## config.mk

```make
export PLATFORM = sky130hd
export DESIGN_NAME = hazard_stall_ctrl
export DESIGN_NICKNAME = d
export VERILOG_FILES = /design/src/rtl/hazard_stall_ctrl.sv
export SDC_FILE = /design/constraint.sdc
export NUM_CORES = 1
export LEC_CHECK = 0
export CORE_AREA = 2 2 92 94
export CTS_BUF_LIST = sky130_fd_sc_hd__clkbuf_8
export DETAILED_ROUTE_END_ITERATION = 8
export DIE_AREA = 0 0 94 96
export SETUP_SLACK_MARGIN = 0.4
export SKIP_CTS_REPAIR_TIMING = 1
export SLEW_MARGIN = 10
export SYNTH_ARGS = -nofsm -noshare
export SYNTH_HDL_FRONTEND = slang
export SYNTH_SLANG_ARGS = --single-unit
```

## constraint.sdc

```tcl
create_clock -name clk -period 2.35 [get_ports clk]
set_input_delay 0.47 -clock clk [delete_from_list [all_inputs] [get_ports clk]]
set_output_delay 0.47 -clock clk [all_outputs]
set_load 0.02 [all_outputs]
```

## src/rtl/hazard_stall_ctrl.sv

```systemverilog
// Pipeline sequencing controller for the 5-stage MIPS datapath: load-use stalls,
// taken-branch flushes and memory-wait freezes, plus a saturating stall counter.
module hazard_stall_ctrl #(
  parameter int MEM_TIMEOUT = 16,
  parameter int CNT_W       = 32
) (
  input  logic             clk,
  input  logic             rst_n,
  input  logic             idex_memread,
  input  logic [4:0]       idex_rt,
  input  logic [4:0]       ifid_rs,
  input  logic [4:0]       ifid_rt,
  input  logic             branch_taken,
  input  logic             exmem_memread,
  input  logic             exmem_memwrite,
  input  logic             mem_ready,
  output logic             pc_en,
  output logic             ifid_en,
  output logic             exmem_en,
  output logic             memwb_en,
  output logic             ifid_flush,
  output logic             idex_flush,
  output logic             memwb_bubble,
  output logic             mem_req,
  output logic             mem_err,
  output logic [CNT_W-1:0] stall_cnt,
  output logic [1:0]       dbgState
);

  typedef enum logic [1:0] {
    RUN      = 2'd0,
    MEM_WAIT = 2'd1,
    ERROR    = 2'd2
  } state_t;

  state_t     state, nextState;
  logic [7:0] waitCnt, nextWait;
  logic       memAcc, loadUse;

  assign memAcc   = exmem_memread | exmem_memwrite;
  assign loadUse  = idex_memread && (idex_rt != 5'd0) &&
                    ((idex_rt == ifid_rs) || (idex_rt == ifid_rt));
  assign dbgState = state;

  // Memory-side handshake: mem_req/mem_ready. An access is in flight while
  // mem_req=1; it completes in the cycle mem_ready=1, and every cycle with
  // mem_req=1 and mem_ready=0 freezes the pipeline upstream of MEM/WB.
  always_comb begin
    pc_en        = 1'b1;
    ifid_en      = 1'b1;
    exmem_en     = 1'b1;
    memwb_en     = 1'b1;
    ifid_flush   = 1'b0;
    idex_flush   = 1'b0;
    memwb_bubble = 1'b0;
    mem_req      = memAcc && (state != ERROR);
    if (!rst_n || state == ERROR) begin
      pc_en        = 1'b0;
      ifid_en      = 1'b0;
      exmem_en     = 1'b0;
      memwb_en     = 1'b0;
      memwb_bubble = 1'b1;
      mem_req      = 1'b0;
    end else if (mem_req && !mem_ready) begin
      // MEM/WB keeps loading, but with a bubble so WB never repeats a write.
      pc_en        = 1'b0;
      ifid_en      = 1'b0;
      exmem_en     = 1'b0;
      memwb_bubble = 1'b1;
    end else if (branch_taken) begin
      ifid_flush   = 1'b1;
      idex_flush   = 1'b1;
    end else if (loadUse) begin
      pc_en        = 1'b0;
      ifid_en      = 1'b0;
      idex_flush   = 1'b1;
    end
  end

  always_comb begin
    nextState = state;
    nextWait  = waitCnt;
    case (state)
      RUN: begin
        if (memAcc && !mem_ready) begin
          nextState = MEM_WAIT;
          nextWait  = 8'd1;
        end
      end
      MEM_WAIT: begin
        // Dropping the access without ready is a protocol violation: abandon it.
        if (!memAcc || mem_ready) begin
          nextState = RUN;
          nextWait  = 8'd0;
        end else if (waitCnt == 8'(MEM_TIMEOUT)) begin
          nextState = ERROR;
        end else begin
          nextWait  = waitCnt + 8'd1;
        end
      end
      ERROR:   nextState = ERROR;
      default: begin
        nextState = RUN;
        nextWait  = 8'd0;
      end
    endcase
  end

  always_ff @(posedge clk or negedge rst_n) begin
    if (!rst_n) begin
      state     <= RUN;
      waitCnt   <= 8'd0;
      mem_err   <= 1'b0;
      stall_cnt <= '0;
    end else begin
      state   <= nextState;
      waitCnt <= nextWait;
      mem_err <= mem_err | (nextState == ERROR);
      if (!pc_en && stall_cnt != {CNT_W{1'b1}})
        stall_cnt <= stall_cnt + 1'b1;
    end
  end

endmodule

```

==> reports/results.txt, run 1 <==
The run finished with clean final reports. The tools report the total of fill cells in the finished design as 783. The power density over cell area was 591 nW/µm².

The combined global-route utilization of all metal layers was 0.131. The clock period could shrink to 2.17 ns. The portion of the clock cycle consumed by the worst path in the final layout was 0.922; the die span in y was 96 µm. The number of failing hold endpoints at the final stage is 0. The min-delay analysis places its worst path in the category input port to async pin. The half-perimeter wire length after placement came out at 4.19 mm.

The synthesized design contains 0 enable-type register cells. The fraction of registers with async set/reset is 1.00. TritonCTS built the clock tree. The number of antenna cells inserted is 0. The tools report the routed metal-1 wirelength as 2.78 mm.

The run gives 37 as the number of distinct library cell variants in the gate-level netlist after synthesis. The count of buffers added on input and output ports is 64. The number of antenna violations at the first check in global routing is 0, and the cell area after technology mapping is 2330 µm².

The finished cells cover 3670 µm². The worst setup path is launched from an input port. The total area inside the core boundary comes to 8050 µm².

Signal routing reaches up to met4. The number of H-tree levels was 2. The tools report the via count of the first global-routing pass as 1994. Setup repair after global routing could not meet its margin everywhere.

Sorting the synthesized cells by area gives the leading types as sky130_fd_sc_hd__dfrtp_1, sky130_fd_sc_hd__xnor2_1, sky130_fd_sc_hd__xor2_1. For the pin count of the biggest net entering global routing, the log shows 44. Among all flip-flop cells after synthesis, the most frequent one is sky130_fd_sc_hd__dfrtp_1. The clock latency of the later-clocked register in the worst-skew pair was 0.30 ns. For the worst hold slack, the log shows 0.264 ns. The die width is 94 µm, and the number of synthesis warnings is 0. The register-to-register path setup slack came out at 0.39 ns.

The area fraction of the dominant cell type after synthesis was 0.462; the I/O pin count was 65. Summing over every cut layer, the via total after detailed routing is 2080. The final setup TNS came out at 0 ns. The worst-case headroom to the max-slew limit came out at 0.626.

The worst setup path is captured at an output pin. The tree is rooted in a sky130_fd_sc_hd__clkbuf_8. The number of instances in the synthesized netlist is 232, and the worst reg2reg path depth is 7. The run gives 0 as the number of nets with antenna violations after routing.

The initial core utilization came out at 0.290. For this run, design rule violations remaining after detail routing come to 0. The peak clock frequency supported by timing is 462 MHz, and the count of routing violations after the opening detailed-route iteration is 87.

Max-cap violations in this run came to 0. The max-slew violation total from the final report is 0, and the share of cells above drive strength 1 is 0.288. For the pin with the worst max-slew slack, the measured transition is 0.561 ns. STA puts the critical path data arrival time at 1.70 ns. Using the TritonRoute via totals, the vias-per-cell ratio works out to 4.83. Buffers inserted during clock tree synthesis total 5. In the detailed route, the total length drawn on met2 is 3.20 mm. Total power for the finished layout comes to 0.00217 W.

The floorplan step defined a die boundary enclosing 9020 µm². Counting tap cells, the placed design contains a total of 409 instances. Compared with the post-synthesis result, the final layout area differs by 57.6%. Clock-pin slew was measured on the worst setup and hold paths at 0.08 ns.

The area of the multi-input gates was 1370 µm²; the buffer levels on the longest clock path was 2. The wire length reported by the detailed router is 6.46 mm. The top cell type by total area after synthesis is sky130_fd_sc_hd__dfrtp_1.

For this run, the number of standard cells in the final layout without fillers is 431. The sequential cell area fraction in the yosys report was 0.462; the synthesized flop and latch total was 43. Across the whole layout, storage elements account for 1080 µm². Placed instance area: 3190 µm². The largest vdd supply drop was 0.000613 V. The tools report the site row count as 33. The first global-routing pass estimated 9.48 mm of wire. The logs give 350 for the total number of nets in the final design and 0 for the count of final setup violators.

Between clock sinks in the finished design, the worst skew comes to 0.0139 ns. The congestion estimate from routability-driven global placement came to 0.755. The leakage power came out at 1.69 nW. Summed over all layers, the global routing overflow is 0.

In this run the worst path has a maximum fanout of 3. Data on the critical path is required at its endpoint by 1.88 ns. Number of search-and-repair iterations in the first detailed-routing pass: 4. The number of nets produced by synthesis came out at 257.

The total met3 wirelength after detailed routing came out at 416 µm. The CTS sink count is 43, and the post-synthesis area per instance is 10.0 µm². The critical path in this run is classified as input port to output pin. Dividing the detail-routed wire length by the instance count gives 15.0 µm.
[synthesized netlist by cell type (4+ instances only)]
| cell type | number |
|---|---|
| sky130_fd_sc_hd__nand2_1 | 26 |
| sky130_fd_sc_hd__nand4_1 | 11 |
| sky130_fd_sc_hd__inv_1 | 6 |
| sky130_fd_sc_hd__buf_4 | 4 |
| sky130_fd_sc_hd__nor3_1 | 4 |
| sky130_fd_sc_hd__o21ai_0 | 11 |
| sky130_fd_sc_hd__and3_1 | 13 |
| sky130_fd_sc_hd__dfrtp_1 | 43 |
| sky130_fd_sc_hd__xor2_1 | 15 |
| sky130_fd_sc_hd__nand3_1 | 15 |
| sky130_fd_sc_hd__nor2_1 | 21 |
| sky130_fd_sc_hd__xnor2_1 | 28 |
[per-stage QoR]
stage          setup WS, ns  utilization
2_1_floorplan         0.329            -
3_3_place_gp         -0.507        0.396
3_5_place_dp         -0.552        0.396
4_1_cts              -0.558        0.413
5_1_grt               0.142        0.456
6_report              0.184        0.456
[cell families after synthesis]
logic type | share of synthesized area
AO/OA/AOI/OAI | 0.0660
XOR/XNOR | 0.162
multiplexers | 0.00483
AND/OR/NAND/NOR | 0.265
buffers and inverters | 0.0247
adder cells (fa/ha/maj) | 0.0161
flip-flops | 0.462
[power breakdown]
part / internal (W) / total [W] / switching (W)
sequential: 0.000805 / 0.000899 / 0.0000940
clock: 0.000424 / 0.000702 / 0.000278
combinational: 0.000296 / 0.000570 / 0.000274
total: 0.00153 / 0.00217 / 0.000646
[routing by layer]
| layer | global-route usage | up-vias |
|---|---|---|
| met2 | 0.228 | 58 |
| li1 | - | 989 |
| met4 | 0.0326 | 0 |
| met3 | 0.0384 | 6 |
| met1 | 0.160 | 1027 |
| met5 | 0 | - |
[worst paths after layout]
kind	start	to
worst max-delay path	idex_rt[4]	idex_flush
worst min-delay path	rst_n	dbgState[0]$_DFF_PN0_
worst max register to register	stall_cnt[14]$_DFFE_PN0P_	stall_cnt[18]$_DFFE_PN0P_
worst min register to register	mem_err$_DFF_PN0_	mem_err$_DFF_PN0_
max in group asynchronous	rst_n	stall_cnt[14]$_DFFE_PN0P_
min in group clk	mem_err$_DFF_PN0_	mem_err$_DFF_PN0_
[cells in the final DEF, fill, tap and decap left out, types with 3 or more instances in the layout]
master / n
sky130_fd_sc_hd__and2_1: 3
sky130_fd_sc_hd__and3_1: 12
sky130_fd_sc_hd__buf_4: 19
sky130_fd_sc_hd__buf_6: 10
sky130_fd_sc_hd__clkbuf_2: 5
sky130_fd_sc_hd__clkbuf_8: 5
sky130_fd_sc_hd__clkdlybuf4s50_1: 36
sky130_fd_sc_hd__dfrtp_1: 40
sky130_fd_sc_hd__dfrtp_2: 3
sky130_fd_sc_hd__dlymetal6s2s_1: 15
sky130_fd_sc_hd__inv_1: 5
sky130_fd_sc_hd__nand2_1: 19
sky130_fd_sc_hd__nand2_2: 4
sky130_fd_sc_hd__nand2_4: 3
sky130_fd_sc_hd__nand2b_1: 3
sky130_fd_sc_hd__nand3_1: 8
sky130_fd_sc_hd__nand3_2: 8
sky130_fd_sc_hd__nand4_1: 11
sky130_fd_sc_hd__nor2_1: 15
sky130_fd_sc_hd__nor2_2: 4
sky130_fd_sc_hd__nor3_1: 4
sky130_fd_sc_hd__o21ai_0: 6
sky130_fd_sc_hd__o21ai_1: 5
sky130_fd_sc_hd__xnor2_1: 25
sky130_fd_sc_hd__xnor2_2: 3
sky130_fd_sc_hd__xor2_1: 14
[critical path, stage by stage]
cell	delay, ns
sky130_fd_sc_hd__buf_8	0.10
sky130_fd_sc_hd__or4_4	0.54
sky130_fd_sc_hd__o21ai_4	0.17
sky130_fd_sc_hd__nor2_1	0.07
sky130_fd_sc_hd__nor2_1	0.16
sky130_fd_sc_hd__nor2_2	0.06
sky130_fd_sc_hd__buf_6	0.13
[flip-flops by register name, summed over array words and instances, names as in the netlist]
register	count
dbgState	2
mem_err	1
stall_cnt	32
waitCnt	8
[cell type report]
cell class                      count  share of cell area
Timing Repair Buffer               91               0.254
Multi-Input combinational cell    178               0.373
Inverter                            6             0.00613
Clock inverter                      3              0.0184
Tap cell                          105              0.0358
Clock buffer                        5              0.0187
Sequential cell                    43               0.294
No activity file was read; power rests on OpenSTA's default activity.
==> run 2, diff against run 1 <==
--- a/config.mk
+++ b/config.mk
@@ -11,7 +11,7 @@
 export DIE_AREA = 0 0 94 96
 export SETUP_SLACK_MARGIN = 0.4
 export SKIP_CTS_REPAIR_TIMING = 1
-export SLEW_MARGIN = 10
+export SLEW_MARGIN = 0
 export SYNTH_ARGS = -nofsm -noshare
 export SYNTH_HDL_FRONTEND = slang
 export SYNTH_SLANG_ARGS = --single-unit
==> results of run 2 <==
No change in the layout: final DEF, timing and power equal those of run 1.
==> run 3, diff against run 2 <==
--- a/config.mk
+++ b/config.mk
@@ -5,10 +5,11 @@
 export SDC_FILE = /design/constraint.sdc
 export NUM_CORES = 1
 export LEC_CHECK = 0
-export CORE_AREA = 2 2 92 94
+export ABC_AREA = 1
+export CORE_AREA = 2 2 105 107
 export CTS_BUF_LIST = sky130_fd_sc_hd__clkbuf_8
 export DETAILED_ROUTE_END_ITERATION = 8
-export DIE_AREA = 0 0 94 96
+export DIE_AREA = 0 0 107 109
 export SETUP_SLACK_MARGIN = 0.4
 export SKIP_CTS_REPAIR_TIMING = 1
 export SLEW_MARGIN = 0
==> reports/results.txt, run 3 <==
The flow ran to the end, and the final reports show no timing, DRC or antenna violations. The most common cell in the synthesized netlist is sky130_fd_sc_hd__nand2_1. During synthesis, Yosys emitted a total of 0 warnings.

Multiplexer fraction of the synthesized cell area: 0. Time the worst path needs with I/O delays and setup: 1.93 ns. The tree is rooted in a sky130_fd_sc_hd__clkbuf_8. Buffers placed on the I/O ports in this run total 64. The combinational family with the most area after synthesis was simple AND/OR/NAND/NOR gates. The initial core utilization is 0.291. The max-cap violation count is 0. The H-tree generated during clock tree synthesis spans 2 levels. The worst register-to-register path has a depth of 9. The area fraction of the dominant cell type after synthesis works out to 0.349.

The pre-antenna-repair detailed-routing pass consisted of 4 iterations. At the end of routability-driven placement, the weighted congestion stood at 0.925. Power density over cell area: 355 nW/µm². The setup path with the least slack is of type flip-flop to output pin.

Number of instances in the synthesized netlist: 472. Path type of the worst min-delay path: input port to async pin. The register with the most flip-flops in the final layout is stall_cnt. The number of nets handed over by synthesis was 497. The setup slack of the critical path after layout is 0.424 ns, and the CTS sink count is 43.

The share of cells above drive strength 1 is 0.125. The global-route wire length before repair is 14.4 mm, and the highest fanout seen on the critical path is 5. The flip-flop count of the largest register, all copies and words added was 32; the power share of the clock group was 0.414. The overall overflow remaining after global route is 0, and the transition time at the pin with the least slew margin is 0.543 ns.

The synthesized design contains 43 register bits. The number of buffers inserted during clock tree synthesis was 5; the internal power was 0.00114 W. Pin placement for this block handled 65 I/O pins. The adder-cell share of the synthesized area is 0.0122. Entering global routing, the biggest net connects 44 pins. In this run the cell area of the synthesized design comes to 3080 µm². The xor/xnor cell area share of the yosys netlist is 0.0597, and the largest vdd supply drop is 0.000260 V. Number of failing hold endpoints at the final stage: 0. Setup repair after global routing could not meet its margin everywhere.

The sequential power share was 0.509. The final layout contains routed wiring with a total length of 8.92 mm. Combined global-route utilization of all metal layers: 0.154.

For this block, the initial DRC count from the detailed router was 159. The utilization after layout was 0.395; the fraction of power spent switching nets was 0.231. By area the synthesized netlist is led by sky130_fd_sc_hd__dfrtp_1, sky130_fd_sc_hd__nand2_1, sky130_fd_sc_hd__nor2_1. The via count of the first global-routing pass was 3059; the post-detailed-route via-to-cell ratio was 4.72. The area inside the core boundary was 10600 µm²; the fraction of registers with async set/reset was 1.00. The die span in y was 109 µm.

The commonest cells after synthesis are sky130_fd_sc_hd__nand2_1, sky130_fd_sc_hd__nor2_1, sky130_fd_sc_hd__dfrtp_1, sky130_fd_sc_hd__nand4_1, sky130_fd_sc_hd__inv_1. For this design the total switching power over the nets is 0.000343 W. Die width: 107 µm. Overall power consumption after layout is estimated at 0.00149 W. After clock tree synthesis, the clock-pin slew on the worst setup and hold paths is 0.09 ns.

Post-synthesis simple-gate area fraction: 0.482. The analysis attributes to cell leakage a power of 2.21 nW. The logs give 0 for the number of antenna violations at the first check in global routing and 3272 for the vias after detailed routing. The die covers 11700 µm². Relative contribution of combinational cells to total power: 0.076. The most used flip-flop cell after synthesis was sky130_fd_sc_hd__dfrtp_1. The post-synthesis area per instance was 6.53 µm²; the area fraction in compound gates after synthesis was 0.0223. 0 antenna diodes ended up in the layout. From synthesis to final layout, the design area changed by 35.9%. The tools report the number of design rule violations left after detail routing as 0. Detailed placement finished with a half-perimeter wire length of 6.85 mm. The required arrival time at the worst endpoint was 1.88 ns.

The total number of nets in the final design was 577; the worst-case headroom to the max-slew limit was 0.638. The worst setup path is launched from a flip-flop. Synthesis instantiated 27 different standard cells from the library. The routed length per placed instance is 12.9 µm, and the count of final setup violators is 0.

In this run the remaining antenna-violating nets after routing total 0. The library cell used most frequently in the layout, excluding fill and tap cells, is sky130_fd_sc_hd__nand2_1. TritonCTS built the clock tree. The max-slew violation total from the final report was 0; the clock latency of the later-clocked register in the worst-skew pair was 0.30 ns. At the placement stage, the worst setup path has a slack of -0.389 ns.

The floorplan has 38 rows. The sequential cell area fraction in the yosys report came out at 0.349. STA puts the critical path data arrival time at 1.46 ns.

The portion of the clock cycle consumed by the worst path in the final layout is 0.820, and the peak clock frequency supported by timing is 519 MHz. The biggest area contributor in the post-synthesis netlist is sky130_fd_sc_hd__dfrtp_1. Clock skew on the completed layout was measured at 0.00981 ns. The top cell types in the final layout, fill and taps aside, are sky130_fd_sc_hd__nand2_1, sky130_fd_sc_hd__nor2_1, sky130_fd_sc_hd__dfrtp_1.

Counting along the longest clock path gives a buffer depth of 2. The tools report the summed area of non-filler cells in the final layout as 4190 µm². Placed instance area: 3980 µm².

The number of synthesized flops with an enable pin came out at 0. The worst setup path is captured at an output pin.
## run 3: worst max-delay path: stages (launching register included)
cell	delay [ns]
sky130_fd_sc_hd__dfrtp_1	0.43
sky130_fd_sc_hd__nand2_2	0.10
sky130_fd_sc_hd__nand2_4	0.07
sky130_fd_sc_hd__nor2_4	0.19
sky130_fd_sc_hd__inv_2	0.07
sky130_fd_sc_hd__o21ai_2	0.14
sky130_fd_sc_hd__buf_4	0.15
## run 3: power groups by stage
| stage | logic, W | registers [W] | clock network, W |
|---|---|---|---|
| 4_1_cts | 0.000119 | 0.000756 | 0.000634 |
| 3_3_place_gp | 0.000113 | 0.000771 | 0 |
| 5_1_grt | 0.000130 | 0.000758 | 0.000663 |
| 2_1_floorplan | 0.0000486 | 0.000769 | 0 |
| 3_5_place_dp | 0.000118 | 0.000771 | 0 |
| 6_report | 0.000113 | 0.000756 | 0.000615 |
## run 3: area by class of cell
type / count / area, µm²
fill: 1106 / 6410
multi-input combinational: 376 / 1850
sequential: 43 / 1080
timing repair buffer: 87 / 826
tap: 140 / 175
inverter: 39 / 146
clock buffer: 6 / 82.6
clock inverter: 2 / 35.0
## run 3: per-stage QoR
step | TNS (ns) | hold slack, ns | std cells
final | 0 | 0.274 | 693
after global routing | 0 | 0.333 | 693
after CTS | -2.01 | 0.259 | 686
after detailed placement | -9.27 | 0.463 | 678
after global placement | -7.13 | 0.459 | 678
after floorplan | 0 | 0.174 | 472
## run 3: layer usage
| metal | GRT usage | up-vias | routed length, µm |
|---|---|---|---|
| met2 | 0.261 | 93 | 4160 |
| li1 | - | 1668 | - |
| met3 | 0.0287 | 19 | 524 |
| met4 | 0.0557 | 0 | 254 |
| met1 | 0.196 | 1492 | 3980 |
| met5 | 0 | - | 0 |
## run 3: cells by family (layout without fill, tap and decap cells)
family / count (synthesis) / in the layout
xor+xnor: 21 / 21
simple gates: 339 / 339
buf+inv: 53 / 134
fa+ha+maj: 3 / 3
compound gates: 13 / 13
flops: 43 / 43
## run 3: path summary, 6_finish.rpt
path | startpoint | to | slack (ns)
setup reg to reg | stall_cnt[1]$_DFFE_PN0P_ | stall_cnt[29]$_DFFE_PN0P_ | 0.51
setup / recovery | dbgState[1]$_DFF_PN0_ | idex_flush | 0.42
hold reg to reg | mem_err$_DFF_PN0_ | mem_err$_DFF_PN0_ | 0.48
hold / removal | rst_n | dbgState[1]$_DFF_PN0_ | 0.27
max in group asynchronous | rst_n | stall_cnt[8]$_DFFE_PN0P_ | 1.69
min in group clk | mem_err$_DFF_PN0_ | mem_err$_DFF_PN0_ | 0.48
